## src/rtl/onehot_encoder_stream_pkg.sv

```systemverilog
// onehot_enc_pkg: FSM state encoding and a constant clog2 shared by the one-hot stream encoder.
package onehot_enc_pkg;

   localparam logic [1:0] IDLE = 2'd0;
   localparam logic [1:0] EMIT = 2'd1;
   localparam logic [1:0] ERR  = 2'd2;

   function automatic int clog2(input int n);
      int r;
      r = 0;
      while ((1 << r) < n) r++;
      return r;
   endfunction

endpackage

```

## src/rtl/onehot_encoder_stream_lowest_set_idx.sv

```systemverilog
// lowest_set_idx: combinational priority encoder returning the lowest set bit, plus any/single flags.
module lowest_set_idx
   import onehot_enc_pkg::*;
#(
   parameter int N = 8,
   localparam int W = clog2(N)
) (
   input  logic [N-1:0] vec,
   output logic [W-1:0] idx,
   output logic         any,
   output logic         single
);

   always_comb begin
      idx = '0;
      for (int k = N - 1; k >= 0; k--) if (vec[k]) idx = W'(k);
   end

   assign any    = |vec;
   // Clearing the lowest set bit leaves zero only when exactly one bit was set.
   assign single = any && ((vec & (vec - N'(1))) == '0);

endmodule

```

## src/rtl/onehot_encoder_stream.sv

```systemverilog
// onehot_encoder_stream: captures a request vector and streams the index of each set bit, lowest first.
module onehot_encoder_stream
   import onehot_enc_pkg::*;
#(
   parameter int N      = 8,
   parameter bit STRICT = 1'b0,
   localparam int W     = clog2(N)
) (
   input  logic         clk,
   input  logic         rst,
   input  logic         in_valid,
   output logic         in_ready,
   input  logic [N-1:0] in_vec,
   output logic         out_valid,
   input  logic         out_ready,
   output logic [W-1:0] out_idx,
   output logic         out_last,
   output logic         out_err,
   output logic         busy
);

   logic [1:0]   state_q, state_d;
   logic [N-1:0] pend_q, pend_d;
   logic [W-1:0] p_idx, v_idx;
   logic         p_any, p_single, v_any, v_single;
   logic         cap, emit, err, bad, unused;

   lowest_set_idx #(.N(N)) u_pend (.vec(pend_q), .idx(p_idx), .any(p_any), .single(p_single));
   lowest_set_idx #(.N(N)) u_in   (.vec(in_vec), .idx(v_idx), .any(v_any), .single(v_single));

   assign unused = ^{p_any, v_idx};

   assign emit = state_q == EMIT;
   assign err  = state_q == ERR;
   assign cap  = in_valid && in_ready;
   assign bad  = !v_any || (STRICT && !v_single);

   always_comb begin
      state_d = state_q;
      pend_d  = pend_q;
      if (state_q == IDLE && cap) begin
         state_d = bad ? ERR : EMIT;
         pend_d  = bad ? '0 : in_vec;
      end else if (emit && out_ready) begin
         pend_d  = pend_q & (pend_q - N'(1));
         state_d = p_single ? IDLE : EMIT;
      end else if ((err && out_ready) || state_q == 2'd3) begin
         pend_d  = '0;
         state_d = IDLE;
      end
   end

   always_ff @(posedge clk or posedge rst) begin
      if (rst) begin
         state_q <= IDLE;
         pend_q  <= '0;
      end else begin
         state_q <= state_d;
         pend_q  <= pend_d;
      end
   end

   assign in_ready  = (state_q == IDLE) && !rst;
   assign out_valid = emit || err;
   assign out_idx   = emit ? p_idx : '0;
   assign out_last  = err || (emit && p_single);
   assign out_err   = err;
   assign busy      = state_q != IDLE;

endmodule

```

## config.mk

```make
export PLATFORM = sky130hd
export DESIGN_NAME = onehot_encoder_stream
export DESIGN_NICKNAME = d
export VERILOG_FILES = /design/src/rtl/onehot_encoder_stream_pkg.sv /design/src/rtl/onehot_encoder_stream_lowest_set_idx.sv /design/src/rtl/onehot_encoder_stream.sv
export SDC_FILE = /design/constraint.sdc
export NUM_CORES = 1
export LEC_CHECK = 0
export ABC_CLOCK_PERIOD_IN_PS = 2400
export CORE_MARGIN = 2
export CORE_UTILIZATION = 41
export DETAILED_ROUTE_END_ITERATION = 8
export HOLD_SLACK_MARGIN = 0.05
export PLACE_DENSITY_LB_ADDON = 0.08
export SLEW_MARGIN = 40
export SYNTH_ARGS = -nofsm -noshare
export SYNTH_HDL_FRONTEND = slang
export SYNTH_SLANG_ARGS = --single-unit
```

## constraint.sdc

```tcl
create_clock -name clk -period 2.4 [get_ports clk]
set_clock_uncertainty 0.05 [all_clocks]
set_input_delay 0.48 -clock clk [delete_from_list [all_inputs] [get_ports clk]]
set_output_delay 0.48 -clock clk [all_outputs]
set_load 0.02 [all_outputs]
```

==> reports/summary.txt, run 1 <==
Post-Syn Nets = 112
TritonRoute pass-1 iters = 4
Number of port buffers = 19
Final core occ = 0.606
Setup WS post-layout = 0.0807 ns
First-pass GRT wire length = 2940 um
Yosys cell types = 33
Postcts setup bufs = 0
Top-count cell post-synth = nand2_1
CTS Buf Count = 3
Worst min path class = in2async
Commonest cells post-synth = nand2_1, o21ai_0, dfrtp_1
Post-synthesis cell area = 771 sq um
Vias in the first global route = 668
Core ar. = 1750 sq um
Clock Latency Late Sink = 0.25 ns
Die width = 47.4 um
DR vias/cell = 5.32
Seq. cell area = 250 sq um
Slew margin rel. = 0.721
Worst slew pin tran = 0.415 ns
Top post-synthesis cells by area = dfrtp_1, o21ai_0, ha_1
PwrDens = 1140 nW/um^2
Diodes inserted = 0
Layout Cells excl Fill = 145
Lkg Pwr = 0.495 nW
Ys flop type = dfrtp_1
Synth top area share = 0.325
WL final = 1790 um
WP data arrival = 1.79 ns
FF+latch count, synth = 10
DRT iter0 DRCs = 17
Cell taking the most area after synthesis = dfrtp_1
DR WL/cell = 12.3 um
Total die area = 2240 sq um
I/O pins = 20
Clock transition at path regs = 0.06 ns
Initial cell density of the core = 0.442
CP Max Fanout = 4
Placed cells = 142
Worst slack, placed = -0.0734 ns
Critical path startpoint category = flop
TritonCTS clock tree = yes
Cells after Synth = 96
Fillers = 166
DP HPWL = 1400 um
EDFF count, synth = 0
ANT nets after route = 0
RSZ-0062 raised after global routing = false
Row count = 15
P&R area growth vs syn = 37.3%
Slew Viols, Final = 0
Max Clk Rate = 0.431 GHz
Residual DRC count = 0
CTS max path bufs = 2
Fin. Hold Viols = 0
H-Tree Depth = 1
NumNets Final = 138
Die height = 47.4 um
CTS Hold Buffers Added = 0
Setup CP Type = reg2out
Max Cap Viol = 0
Syn. warnings = 0
Max rail drop VDD = 647 uV
Root buf cell = clkbuf_4
Share of layout cells above drive strength 1 = 0.167
GRT overflow = 0
Status = complete, no violations
Share of flip-flops with an asynchronous set or reset = 1.00
Multi-input gate area = 467 sq um
Worst Setup End Kind = output port
GRT Total Usage = 0.185
Syn_area_per_cell = 8.03 sq um
Final worst-path cycle share = 0.966
Critical path required time = 1.87 ns
Final setup viols = 0
Via Count = 772
Initial antenna violation count = 0
Largest net degree at the start of global routing = 17
Sinks on Clock Net = 10
Sequential area share after synthesis = 0.325
GPL Wtd Cong = 0.783
Fin crit period = 2.32 ns
final timing paths:
path	startpoint	end	slack, ns	cells after the start
max	pend_q[2]	out_idx[2]	0.08	4
min	rst	state_q[1]	0.52	2
max reg2reg	pend_q[2]	pend_q[6]	0.59	5
min reg2reg	state_q[1]	state_q[1]	0.54	2
max in group asynchronous	rst	pend_q[6]	1.51	2
min in group clk	state_q[1]	state_q[1]	0.54	2
state kept, by name (all words and copies together), names as in the netlist:
signal and flops:
pend_q 8, state_q 2
where the power goes:
| group | leakage [nW] | internal [mW] | switching [mW] | total (mW) |
|---|---|---|---|---|
| registers | 0.130 | 0.232 | 0.0996 | 0.331 |
| clock network | 0.0138 | 0.0574 | 0.0484 | 0.106 |
| logic | 0.351 | 0.391 | 0.383 | 0.774 |
cells by family after synthesis:
logic type,count (synthesis),synth area share
AO/OA/AOI/OAI,33,0.292
XOR/XNOR,1,0.0114
adder cells (fa/ha/maj),5,0.0795
buffers and inverters,15,0.0860
flip-flops,10,0.325
AND/OR/NAND/NOR,32,0.206
critical path, cell delays in order (launching register included):
cell	delay (ns)
dfrtp_1	0.41
or4_4	0.56
buf_4	0.17
nor2_1	0.10
clkdlybuf4s15_1	0.31
layout by cell type (no fill, tap or decap), types with 2 or more instances in the layout:
cell             synthesis  routed
a21oi_1                  4       4
buf_4                    0      10
clkbuf_4                 0       3
clkdlybuf4s50_1          0      15
dfrtp_1                 10      10
ha_1                     4       3
inv_1                    7       7
nand2_1                 12      12
nand3_1                  3       3
nor2_1                   5       5
nor2b_1                  3       3
nor3_1                   2       2
nor4_1                   4       3
o21ai_0                 11      10
o21ai_1                  3       3
o31a_1                   2       2
o31ai_1                  2       2
per-stage QoR:
| step | hold WS, ns | power, mW | TNS, ns | cell area [sq um] |
|---|---|---|---|---|
| after floorplan | 0.270 | 0.806 | 0 | 771 |
| after global placement | 0.518 | 1.10 | -0.113 | 1030 |
| after detailed placement | 0.526 | 1.10 | -0.0734 | 1030 |
| after CTS | 0.513 | 1.21 | 0 | 1050 |
| after global routing | 0.545 | 1.33 | 0 | 1060 |
| final | 0.518 | 1.21 | 0 | 1060 |
what timing repair did:
action	CTS	global route
gates cloned	0	0
endpoints found under the setup margin	3	4
resized for setup	7	5
routing by layer:
metal,part of all wire,vias to the layer above,track usage
li1,-,393,-
met1,0.51,352,0.277
met2,0.43,23,0.268
met3,0.040,4,0.0231
met4,0.017,0,0.0667
met5,0,-,0
area by class of cell:
| cell class | count | area share |
|---|---|---|
| multi-input combinational | 71 | 0.441 |
| timing repair buffer | 29 | 0.247 |
| sequential | 10 | 0.236 |
| tap | 25 | 0.0296 |
| inverter | 7 | 0.0248 |
| clock buffer | 3 | 0.0213 |
No activity file was read; power rests on OpenSTA's default activity.
==> inputs of run 2 (changes only) <==
Settings changed: CELL_PAD_IN_SITES_DETAIL_PLACEMENT set to 1, CELL_PAD_IN_SITES_GLOBAL_PLACEMENT set to 2, CORE_UTILIZATION 41 to 27.
==> run 2 against run 1 <==
  * Core utilization down 22 points
  * Largest power group unchanged
  * Clock-buffer cell count stayed put
  * Largest cell class unchanged
  * Via count rose by 2.1%
==> reports/summary.txt, run 2 (synthesis gave the netlist of run 1 again) <==
Status = complete, no violations
Share of layout cells above drive strength 1 = 0.167
Sinks on Clock Net = 10
Residual DRC count = 0
Clock transition at path regs = 0.06 ns
Initial antenna violation count = 0
WP data arrival = 1.81 ns
Core ar. = 2730 sq um
Via Count = 788
P&R area growth vs syn = 38.6%
ANT nets after route = 0
DP HPWL = 1700 um
Setup TNS = 0 ns
Vias in the first global route = 834
DR WL/cell = 14.4 um
Critical path startpoint category = flop
Worst Setup End Kind = output port
Biggest register = pend_q
Slew Viols, Final = 0
Critical-path cell list = or4_4 -> buf_4 -> nor2_1 -> clkdlybuf4s15_1
R2R setup slack = 0.61 ns
Max reg flops = 8
Worst Path Buf+Inv = 2
Final worst-path cycle share = 0.973
CP Max Fanout = 4
CTS max path bufs = 2
Largest net degree at the start of global routing = 17
Worst slew pin tran = 0.396 ns
Fillers = 339
Top cell family by delay on the critical path = simple AND/OR/NAND/NOR gates
Most common cell after layout, fill and taps aside = clkdlybuf4s50_1
Power, Total = 1.24 mW
Sw frac = 0.451
Die width = 57.4 um
Root buf cell = clkbuf_4
First-pass GRT wire length = 3750 um
DR vias/cell = 5.22
Fin. Hold Viols = 0
Fin crit period = 2.34 ns
Total die area = 3300 sq um
NumNets Final = 138
TritonCTS clock tree = yes
GRT overflow = 0
Max rail drop VDD = 490 uV
GPL Wtd Cong = 0.649
Lkg Pwr = 0.507 nW
Flop pwr share = 0.266
Final core occ = 0.391
GRT Total Usage = 0.148
Multi-input gate area = 467 sq um
Worst slack, placed = -0.0877 ns
Setup CP Type = reg2out
Setup WS post-layout = 0.0648 ns
Max Clk Rate = 0.428 GHz
Worst min path class = in2async
Most frequent cells in the layout = clkdlybuf4s50_1, nand2_1, o21ai_0, dfrtp_1, buf_4
H-Tree Depth = 1
Slew margin rel. = 0.734
I/O pins = 20
Largest registers = pend_q: 8 flops, state_q: 2 flops
Die height = 57.4 um
CTS Buf Count = 3
Critical path required time = 1.87 ns
CP max stage delay = 0.55 ns
Psw = 0.560 mW
PwrDens = 1160 nW/um^2
Slowest-stage cell, CP = or4_4
Initial cell density of the core = 0.282
Number of port buffers = 19
Max Cap Viol = 0
RSZ-0062 raised after global routing = false
P_int = 0.681 mW
Row count = 19
TritonRoute pass-1 iters = 4
Diodes inserted = 0
Final setup viols = 0
DRT iter0 DRCs = 18
Combinational share of power = 0.640
Clock power frac = 0.094
Clock Latency Late Sink = 0.27 ns
Seq. cell area = 250 sq um
WL final = 2170 um
[run 2: per-layer routing]
metal | track usage | up-vias | part of all wire
li1 | - | 396 | -
met1 | 0.196 | 369 | 0.48
met2 | 0.242 | 20 | 0.47
met3 | 0.00680 | 3 | 0.032
met4 | 0.0797 | 0 | 0.014
met5 | 0 | - | 0
[run 2: per-stage QoR]
stage	hold slack [ns]	std cells	cell area, sq um
final	0.496	151	1070
after detailed placement	0.520	148	1030
after CTS	0.507	151	1060
after floorplan	0.270	96	771
after global placement	0.501	148	1030
after global routing	0.548	151	1070
[run 2: worst paths after layout]
check                      startpoint          to  cells past startpoint
min in group clk           state_q[1]  state_q[1]                      2
setup / recovery            pend_q[2]  out_idx[2]                      4
setup reg to reg            pend_q[2]   pend_q[7]                      5
hold reg to reg            state_q[1]  state_q[1]                      2
hold / removal                    rst   pend_q[4]                      2
max in group asynchronous         rst   pend_q[3]                      2
[run 2: cell type report]
class	count	area share
clock buffers	3	0.0211
inverters	7	0.0246
multi-input cells	71	0.437
flip-flops and latches	10	0.234
well taps	31	0.0363
repair buffers	29	0.247
[run 2: power groups by stage]
stage / sequential, mW / combinational [mW] / clock [mW]
after global placement: 0.318 / 0.799 / 0
final: 0.330 / 0.794 / 0.117
after global routing: 0.350 / 0.874 / 0.125
after CTS: 0.323 / 0.801 / 0.120
after detailed placement: 0.327 / 0.806 / 0
after floorplan: 0.275 / 0.531 / 0
[run 2: what timing repair did]
action,in CTS,in global routing
endpoints found under the hold margin,0,0
pin swaps,0,0
endpoints found under the setup margin,3,4
buffers inserted,0,0
resized for setup,5,7
hold buffers,0,0
==> inputs of run 3 (changes only) <==
Settings changed: CORE_ASPECT_RATIO set to 1.75, HOLD_SLACK_MARGIN 0.05 to 0.12.
==> run 3 against run 2 <==
  * Sequential cell count unchanged
  * Largest cell class unchanged
  * Core utilization up 1.7 points
  * Sequential share of layout area down 0.90 points
  * Critical endpoint is now out_idx[1]
==> reports/summary.txt, run 3 (synthesis gave the netlist of run 1 again) <==
DP HPWL = 1950 um
Core ar. = 2720 sq um
Biggest register = pend_q
Number of port buffers = 19
I/O pins = 20
DP Area = 1040 sq um
Die width = 44.4 um
Final setup viols = 0
Critical path startpoint category = flop
Largest net degree at the start of global routing = 11
GPL Wtd Cong = 0.755
Final core occ = 0.408
PwrDens = 1230 nW/um^2
Fin. Hold Viols = 0
DR WL/cell = 15.6 um
Max reg flops = 8
First-pass GRT wire length = 3800 um
Fillers = 341
Clock Latency Late Sink = 0.23 ns
Fin Hold WS = 0.533 ns
Clock transition at path regs = 0.05 ns
Lkg Pwr = 0.517 nW
GRT overflow = 0
Final instance area = 1110 sq um
WL final = 2320 um
Max Cap Viol = 0
Max Clk Rate = 0.432 GHz
Die height = 74.7 um
P&R area growth vs syn = 44.2%
Share of layout cells above drive strength 1 = 0.189
CP Max Fanout = 6
Worst slack, placed = -0.177 ns
CTS Hold Buffers Added = 0
Setup CP Type = reg2out
Diodes inserted = 0
Residual DRC count = 0
H-Tree Depth = 1
Total die area = 3320 sq um
RSZ-0062 raised after global routing = false
Placed cells = 145
Layout Cells excl Fill = 149
Root buf cell = clkbuf_8
Most frequent cells in the layout = clkdlybuf4s50_1, nand2_1, buf_4
Fin crit period = 2.32 ns
NumNets Final = 139
WP data arrival = 1.79 ns
Status = complete, no violations
Largest registers = pend_q: 8 flops, state_q: 2 flops
Initial cell density of the core = 0.283
Slew Viols, Final = 0
Via Count = 810
Max rail drop VDD = 501 uV
Setup TNS = 0 ns
Power, Total = 1.37 mW
Worst Setup End Kind = output port
DRT iter0 DRCs = 1
Slew margin rel. = 0.715
TritonCTS clock tree = yes
GRT Total Usage = 0.159
DR vias/cell = 5.44
ANT nets after route = 0
TritonRoute pass-1 iters = 2
Initial antenna violation count = 0
Sinks on Clock Net = 10
Worst slew pin tran = 0.424 ns
Setup WS post-layout = 0.0845 ns
CTS max path bufs = 2
Most common cell after layout, fill and taps aside = clkdlybuf4s50_1
CTS Buf Count = 3
Worst min path class = reg2reg
Final worst-path cycle share = 0.965
Critical path required time = 1.87 ns
Vias in the first global route = 833
Row count = 25
-- run 3: metal layers --
| metal | routed length [um] | global-route usage | vias to the layer above |
|---|---|---|---|
| met3 | 41 | 0.0144 | 4 |
| li1 | - | - | 400 |
| met2 | 1340 | 0.306 | 15 |
| met4 | 42 | 0.0707 | 0 |
| met1 | 903 | 0.168 | 391 |
| met5 | 0 | 0 | - |
-- run 3: path summary, 6_finish.rpt --
| path | slack (ns) | end | cells after the start | start |
|---|---|---|---|---|
| max | 0.08 | out_idx[1] | 4 | state_q[1] |
| min | 0.53 | state_q[1] | 2 | state_q[1] |
| max reg2reg | 0.57 | pend_q[7] | 5 | pend_q[2] |
| min reg2reg | 0.53 | state_q[1] | 2 | state_q[1] |
| max in group asynchronous | 1.45 | pend_q[7] | 2 | rst |
| min in group asynchronous | 0.56 | pend_q[1] | 2 | rst |
-- run 3: critical path, stage by stage (launching register included) --
cell and delay [ns]:
dfrtp_1 0.41, inv_1 0.10, ha_2 0.26, o311a_1 0.18
clkdlybuf4s50_1 0.59
-- run 3: power breakdown --
| group | leakage [nW] | switching (mW) | total (mW) | internal, mW |
|---|---|---|---|---|
| Clock | 0.0288 | 0.0660 | 0.210 | 0.144 |
| Combinational | 0.358 | 0.432 | 0.832 | 0.400 |
| Sequential | 0.130 | 0.0933 | 0.325 | 0.232 |
-- run 3: cell type report --
class	instances	area (sq um)	share of cell area
clock buffer	4	55.1	0.0495
inverter	7	26.3	0.0236
multi-input combinational	71	478	0.430
sequential	10	250	0.225
tap	27	33.8	0.0304
timing repair buffer	30	268	0.241
-- run 3: repair_timing --
action / CTS / global route
cloned: 0 / 0
endpoints found under the setup margin: 4 / 2
buffers inserted: 0 / 0
gates resized for setup: 10 / 3
